[src/rtl/fwd_hazard_ctrl.sv]
// Operand-forwarding select generator and load-use stall controller.
// Keeps a shadow {valid, rd, regwrite, memread} copy of the EX/MEM/WB stages, advanced with ID/EX.
module fwd_hazard_ctrl #(
   parameter int REG_AW = 5,
   parameter int CNT_W  = 16
) (
   input  logic              clk,
   input  logic              rst_n,
   input  logic              IdValid,
   input  logic [REG_AW-1:0] IdRs,
   input  logic [REG_AW-1:0] IdRt,
   input  logic              IdUsesRs,
   input  logic              IdUsesRt,
   input  logic [REG_AW-1:0] IdRd,
   input  logic              IdRegWrite,
   input  logic              IdMemRead,
   input  logic              Hold,
   input  logic              Flush,
   output logic [1:0]        ForwardA,
   output logic [1:0]        ForwardB,
   output logic              Stall,
   output logic [CNT_W-1:0]  StallCount
);

   typedef struct packed {
      logic              valid;
      logic [REG_AW-1:0] rd;
      logic              regwrite;
      logic              memread;
   } entry_t;

   localparam entry_t BUBBLE = {($bits(entry_t)){1'b0}};

   entry_t           ex_r, mem_r, wb_r, ex_nxt_s;
   logic [1:0]       fwd_a_r, fwd_b_r, sel_a_s, sel_b_s, fwd_a_nxt_s, fwd_b_nxt_s;
   logic [CNT_W-1:0] cnt_r;
   logic             hazard_s, stall_s;
   logic             wb_unused_s;

   function automatic logic is_writer(input entry_t e);
      return e.valid && e.regwrite && (e.rd != {REG_AW{1'b0}});
   endfunction

   // EX match beats MEM match; register 0 is excluded through is_writer
   function automatic logic [1:0] fwd_sel(input logic uses, input logic [REG_AW-1:0] src,
                                          input entry_t ex, input entry_t mem);
      logic [1:0] sel;
      sel = 2'b00;
      if (!uses) begin
         sel = 2'b00;
      end else if (is_writer(ex) && (ex.rd == src)) begin
         sel = 2'b10;
      end else if (is_writer(mem) && (mem.rd == src)) begin
         sel = 2'b01;
      end else begin
         sel = 2'b00;
      end
      return sel;
   endfunction

   // Hazard detection, operand selects and next EX entry
   always_comb begin
      hazard_s    = 1'b0;
      stall_s     = 1'b0;
      sel_a_s     = fwd_sel(IdUsesRs, IdRs, ex_r, mem_r);
      sel_b_s     = fwd_sel(IdUsesRt, IdRt, ex_r, mem_r);
      ex_nxt_s    = BUBBLE;
      fwd_a_nxt_s = 2'b00;
      fwd_b_nxt_s = 2'b00;
      if (IdValid && ex_r.memread && is_writer(ex_r) &&
          ((IdUsesRs && (IdRs == ex_r.rd)) || (IdUsesRt && (IdRt == ex_r.rd)))) begin
         hazard_s = 1'b1;
      end else begin
         hazard_s = 1'b0;
      end
      stall_s = hazard_s && !Flush;
      if (stall_s || Flush || !IdValid) begin
         ex_nxt_s    = BUBBLE;
         fwd_a_nxt_s = 2'b00;
         fwd_b_nxt_s = 2'b00;
      end else begin
         ex_nxt_s    = '{valid: IdValid, rd: IdRd, regwrite: IdRegWrite, memread: IdMemRead};
         fwd_a_nxt_s = sel_a_s;
         fwd_b_nxt_s = sel_b_s;
      end
   end

   // Shadow pipeline advance, registered selects and saturating stall counter
   always_ff @(posedge clk or negedge rst_n) begin
      if (!rst_n) begin
         ex_r    <= BUBBLE;
         mem_r   <= BUBBLE;
         wb_r    <= BUBBLE;
         fwd_a_r <= 2'b00;
         fwd_b_r <= 2'b00;
         cnt_r   <= {CNT_W{1'b0}};
      end else if (Hold) begin
         ex_r    <= ex_r;
         mem_r   <= mem_r;
         wb_r    <= wb_r;
         fwd_a_r <= fwd_a_r;
         fwd_b_r <= fwd_b_r;
         cnt_r   <= cnt_r;
      end else begin
         ex_r    <= ex_nxt_s;
         mem_r   <= ex_r;
         wb_r    <= mem_r;
         fwd_a_r <= fwd_a_nxt_s;
         fwd_b_r <= fwd_b_nxt_s;
         if (stall_s && (cnt_r != {CNT_W{1'b1}})) begin
            cnt_r <= cnt_r + {{(CNT_W-1){1'b0}}, 1'b1};
         end else begin
            cnt_r <= cnt_r;
         end
      end
   end

   // WB slot is shadow state only; the register file covers WB-to-ID through write-through
   assign wb_unused_s = ^wb_r;

   assign ForwardA   = fwd_a_r;
   assign ForwardB   = fwd_b_r;
   assign Stall      = stall_s;
   assign StallCount = cnt_r;

endmodule
[config.mk]
export PLATFORM = sky130hd
export DESIGN_NAME = fwd_hazard_ctrl
export DESIGN_NICKNAME = d
export VERILOG_FILES = /design/src/rtl/fwd_hazard_ctrl.sv
export SDC_FILE = /design/constraint.sdc
export NUM_CORES = 1
export LEC_CHECK = 0
export ABC_AREA = 1
export BUFFER_PORTS_ARGS = -buffer_cell sky130_fd_sc_hd__clkbuf_2
export CORE_ASPECT_RATIO = 1.4
export CORE_MARGIN = 1
export CORE_UTILIZATION = 45
export DETAILED_ROUTE_END_ITERATION = 7
export PLACE_DENSITY = 0.71
export SYNTH_ARGS = -nofsm -noshare
export SYNTH_HDL_FRONTEND = slang
export SYNTH_SLANG_ARGS = --single-unit
[constraint.sdc]
create_clock -name clk -period 2.3 [get_ports clk]
set_clock_uncertainty 0.2 [all_clocks]
set_input_delay 0.115 -clock clk [delete_from_list [all_inputs] [get_ports clk]]
set_output_delay 0.115 -clock clk [all_outputs]
set_load 0.01 [all_outputs]
== After elaboration in Yosys (flattened, before gate mapping) ==
Index checks and enable logic that the tools add are counted.
Widths: inputs -> output; s select.

* Register bits after elaboration: 35
* Input port bits: 24
* Output and inout port bits: 21

* Add/sub/neg operators: 1
* Eq/ne operators: 7
* Mux-type cells: 10
* Bitwise gates (word level): 1
* Reduce and logical (&&, ||, !) cells: 23

{| class="wikitable"
|+ Operators by type and width
! operator !! number
|-
| $eq 5x5->1 || 6
|-
| $add 16x1->16 const B || 1
|-
| $ne 16x16->1 const B || 1
|-
| $logic_and 1x1->1 || 15
|-
| $mux 2 || 6
|-
| $reduce_bool 5->1 || 2
|-
| $mux 8 || 1
|-
| $logic_or 1x1->1 || 3
|-
| $mux 1 || 3
|-
| $logic_not 1->1 || 2
|-
| $reduce_and 2->1 || 1
|-
| $not 1->1 || 1
|}

== Depth between registers and ports, before layout ==
* Word-level depth: 9
* Gate-level depth with buffers: 11
* Gate-level depth less buffers: 11

== Worst setup path before layout ==
No wires, ideal clock.

* Path type: register -> register
* Start: register cnt_r[0], in the netlist StallCount[0]
* End: register cnt_r[7], in the netlist StallCount[7]
* Arrival: 1510 ps
* Required time: 1980 ps
* Path slack: 471 ps
* Cell stages (with the launch flop): 11
* Buffers on the path: 1
* Cells stage by stage: dfrtp_1 -> ha_1 -> nand2_1 -> inv_2 -> nand3_1 -> nor2_2 -> nand4_1 -> nand4_2 -> buf_6 -> o21bai_2 -> nand2_1

* Cells in the longest elaborated chain, start to end: 3
* Elaborated cells between the ends (all ways): 4

{| class="wikitable"
|+ RTL lines
! element !! RTL line !! source
|-
| from (decl) || 36 || <nowiki>logic [CNT_W-1:0] cnt_r;</nowiki>
|-
| from (signal assigned) || 96 || <nowiki>cnt_r <= {CNT_W{1'b0}};</nowiki>
|-
| from (signal assigned) || 103 || <nowiki>cnt_r <= cnt_r;</nowiki>
|-
| from (signal assigned) || 111 || <nowiki>cnt_r <= cnt_r + {{(CNT_W-1){1'b0}}, 1'b1};</nowiki>
|-
| parallel branches: the longest is 3 deep, another holds $add 16x1->16 || n/a ||
|}

Parallel ways; which one is timed is not known.
A chain may end at the register's enable or synchronous reset.

== Worst setup path after layout ==
* Start: register cnt_r[0], in the netlist StallCount[0]
* End: register cnt_r[2], in the netlist StallCount[2]

Same word-level chain as after synthesis.

==> flow_summary.yaml <==
critical_path:
  path_class: "reg2reg"
  worst_setup_path_end_kind: "flop"
  r2r_end: "StallCount[2]"
  cp.arrival_ns: 2.08
  rrSetupSlack_ns: 0.25
  slowest_delay_ns: 0.41
  cp_max_fo: 13
  cp_cell_sequence: "ha_1 -> nand2_1 -> inv_2 -> nand3_1 -> nor2_2 -> nand4_1 -> clkinv_1 -> nor2_4 -> nand3_1 -> nand2_1"
  cp-start-kind: "flop"
  critPathSlowestCell: "dfrtp_1"
  r2r_cells: 10
  r2r-start: "StallCount[0]"
  worstSetupStartpoint: "StallCount[0]"
  worst_ep_required_time_ns: 2.33
cts:
  clock_latency_ns: 0.29
  cts_buffer_depth: 2
  root_buffer: "clkbuf_8"
  cts_tree: "done"
  cts.sinks: 35
  cts_hold_buffers: 10
  cts_resized: 0
  numCtsBuffers: 5
  postCtsSetupRepairBufs: 0
  clkTransAtPathRegs_ns: 0.07
  cts_max_level: 2
sta:
  finalSetupViolations: 0
  layout_min_cycle_time_ns: 2.049
  rsz0062_at_grt: "false"
  final_max_slew_viol_count: 0
  finalHoldViolations: 0
  fin_crit_sh_pct: 89.09
  max_slew_margin_pct: 41.87
  setup_tns_ns: 0
  worst_pin_slew_ns: 0.8720
  clock.fmax_ghz: 0.4880
floorplanning:
  chipHeight_um: 85.59
  core_area_um2: 4805
  rows: 30
  die_x_um: 61.71
  start_util_pct: 46.74
  io_pins: 45
  dieArea_um2: 5281
finish:
  fill_cells: 482
  n_antenna_cell: 0
  final_util_pct: 56.30
  layout-drive-gt1-share_pct: 25.00
  design_area_um2: 2705
  syn_to_final_growth_pct: 20.45
  final_nets: 376
global_routing:
  first_global_vias: 1939
  overflow: 0
  grt_antenna_before_repair: 0
  grt_pass1_wl_mm: 8.286
  grtUsageTotal_pct: 21.13
  grt_max_degree: 36
power_and_ir_drop:
  power_density_nw_per_um2: 460.1
  p_leak_nw: 1.469
  power_w: 0.001244
  ir_drop_uv: 368.5
detailed_routing:
  drtIter0Drc: 97
  avgRoutedWirePerCell_um: 12.17
  route.detailed.drc: 0
  via_per_inst: 4.904
  vias: 2040
  drt-total-wl_mm: 5.061
  first_pass_iters: 4
  postRouteAntennaNets: 0
run:
  maxCapViolCount: 0
placed_design:
  place_area_um2: 2524
  gp_congestion: 0.8110
  portBuffers: 44
  hpwlAfterDp_mm: 3.929
worst_hold_path:
  hp-class: "in2reg"
  hold_depth: 3
  hold_end: "ForwardA[0]"
  hp-start: "Hold"
synthesis:
  yosysWarnings: 0
  netlist_area_um2: 2246
  synthesis.nets: 319
  yosys.cell_types.count: 27
  syn_inst: 294
  synth_seq_cells: 35
  syn_avg_cell_area_um2: 7.639
  yosysSeqAreaShare_pct: 39.00
run_status:
  status: "finished, final reports clean"
-- report_power, final --
part | switching, W | leakage, nW | internal (W)
combinational | 0.0000995 | 1.03 | 0.0000673
clock | 0.000214 | 0.0422 | 0.000212
sequential | 0.0000178 | 0.397 | 0.000633
-- cells in the mapped netlist --
master    instances  area [µm²]
a21boi_0          1       7.510
buf_6             2       22.52
clkbuf_1          4       15.01
clkinv_1          1       3.750
dfrtp_1          35       875.8
ha_1              1       12.51
inv_1            50       187.7
inv_2             4       15.01
nand2_1          74       277.8
nand2_2           2       12.51
nand3_1          22       110.1
nand3_2          10       100.1
nand3_4           1       17.52
nand4_1          12       75.07
nand4_2           1       12.51
nor2_1           18       67.56
nor2_2            3       18.77
nor2_4            2       22.52
nor3_1            4       20.02
nor3_2            1       10.01
nor3_4            1       16.27
o21ai_0          17       85.08
o21bai_1          6       45.04
o21bai_2         10       112.6
or2_2             1       6.260
xnor2_1           6       52.55
xor2_1            5       43.79
-- metrics by stage --
| stage | worst slack, ns | hold WS [ns] | cells |
|---|---|---|---|
| after detailed placement | 0.2733 | 0.07131 | 398 |
| after global placement | 0.3165 | 0.07763 | 398 |
| after CTS | 0.2431 | 0.007547 | 416 |
| after global routing | 0.03905 | 0.05464 | 416 |
| after floorplan | 0.4705 | -0.3806 | 294 |
| final | 0.2509 | 0.01783 | 416 |
-- cells in the final DEF, fill, tap and decap left out, types with 10 or more instances in the layout --
cell | netlist | final
inv_1 | 50 | 50
dlygate4sd3_1 | 0 | 10
o21ai_0 | 17 | 17
nand2_1 | 74 | 74
o21bai_2 | 10 | 10
nand4_1 | 12 | 12
dfrtp_1 | 35 | 35
nand3_2 | 10 | 10
nor2_1 | 18 | 18
clkbuf_2 | 0 | 44
nand3_1 | 22 | 22
-- state kept, by name, indices dropped and copies added (netlist names) --
signal,cells
StallCount,16
mem_r,7
ForwardB,2
ex_r,8
ForwardA,2
-- cell families after synthesis --
| group | Yosys count | share of synthesized area, % |
|---|---|---|
| AND/OR/NAND/NOR | 152 | 34.15 |
| buffers and inverters | 61 | 10.86 |
| flip-flops | 35 | 39.00 |
| AO/OA/AOI/OAI | 34 | 11.14 |
| XOR/XNOR | 11 | 4.290 |
| adder cells (fa/ha/maj) | 1 | 0.5570 |
-- per-layer routing --
layer,vias to the layer above,global-route usage (%),share of wire (%)
li1,1042,-,-
met1,946,24.05,42
met2,44,37.73,53
met3,8,3.771,3.4
met4,0,7.879,1.5
met5,-,0,0
-- worst max-delay path: cells and delay by family (launching register included) --
kind	cells	cell delay, ns
and+or+nand+nor	7	0.99
DFF	1	0.41
adders and majority gates	1	0.22
buffers and inverters	2	0.16
-- how the worst max path moves through the flow --
stage	endpoint	slack [ns]	cells after the start
floorplan	StallCount[7]	0.47	10
global placement	StallCount[2]	0.32	10
detailed placement	StallCount[2]	0.27	10
CTS	StallCount[2]	0.24	10
global route	StallCount[0]	0.04	10
finish	StallCount[2]	0.25	10
-- cell type report --
type	instances	area, µm²	area share [%]
Sequential cell	35	875.8	32.38
Clock inverter	1	5.005	0.1850
Multi-Input combinational cell	198	1126	41.63
Tap cell	64	80.08	2.960
Inverter	55	206.4	7.632
Clock buffer	7	76.32	2.821
Timing Repair Buffer	56	335.3	12.40
Power figures use the tool's default switching activity.
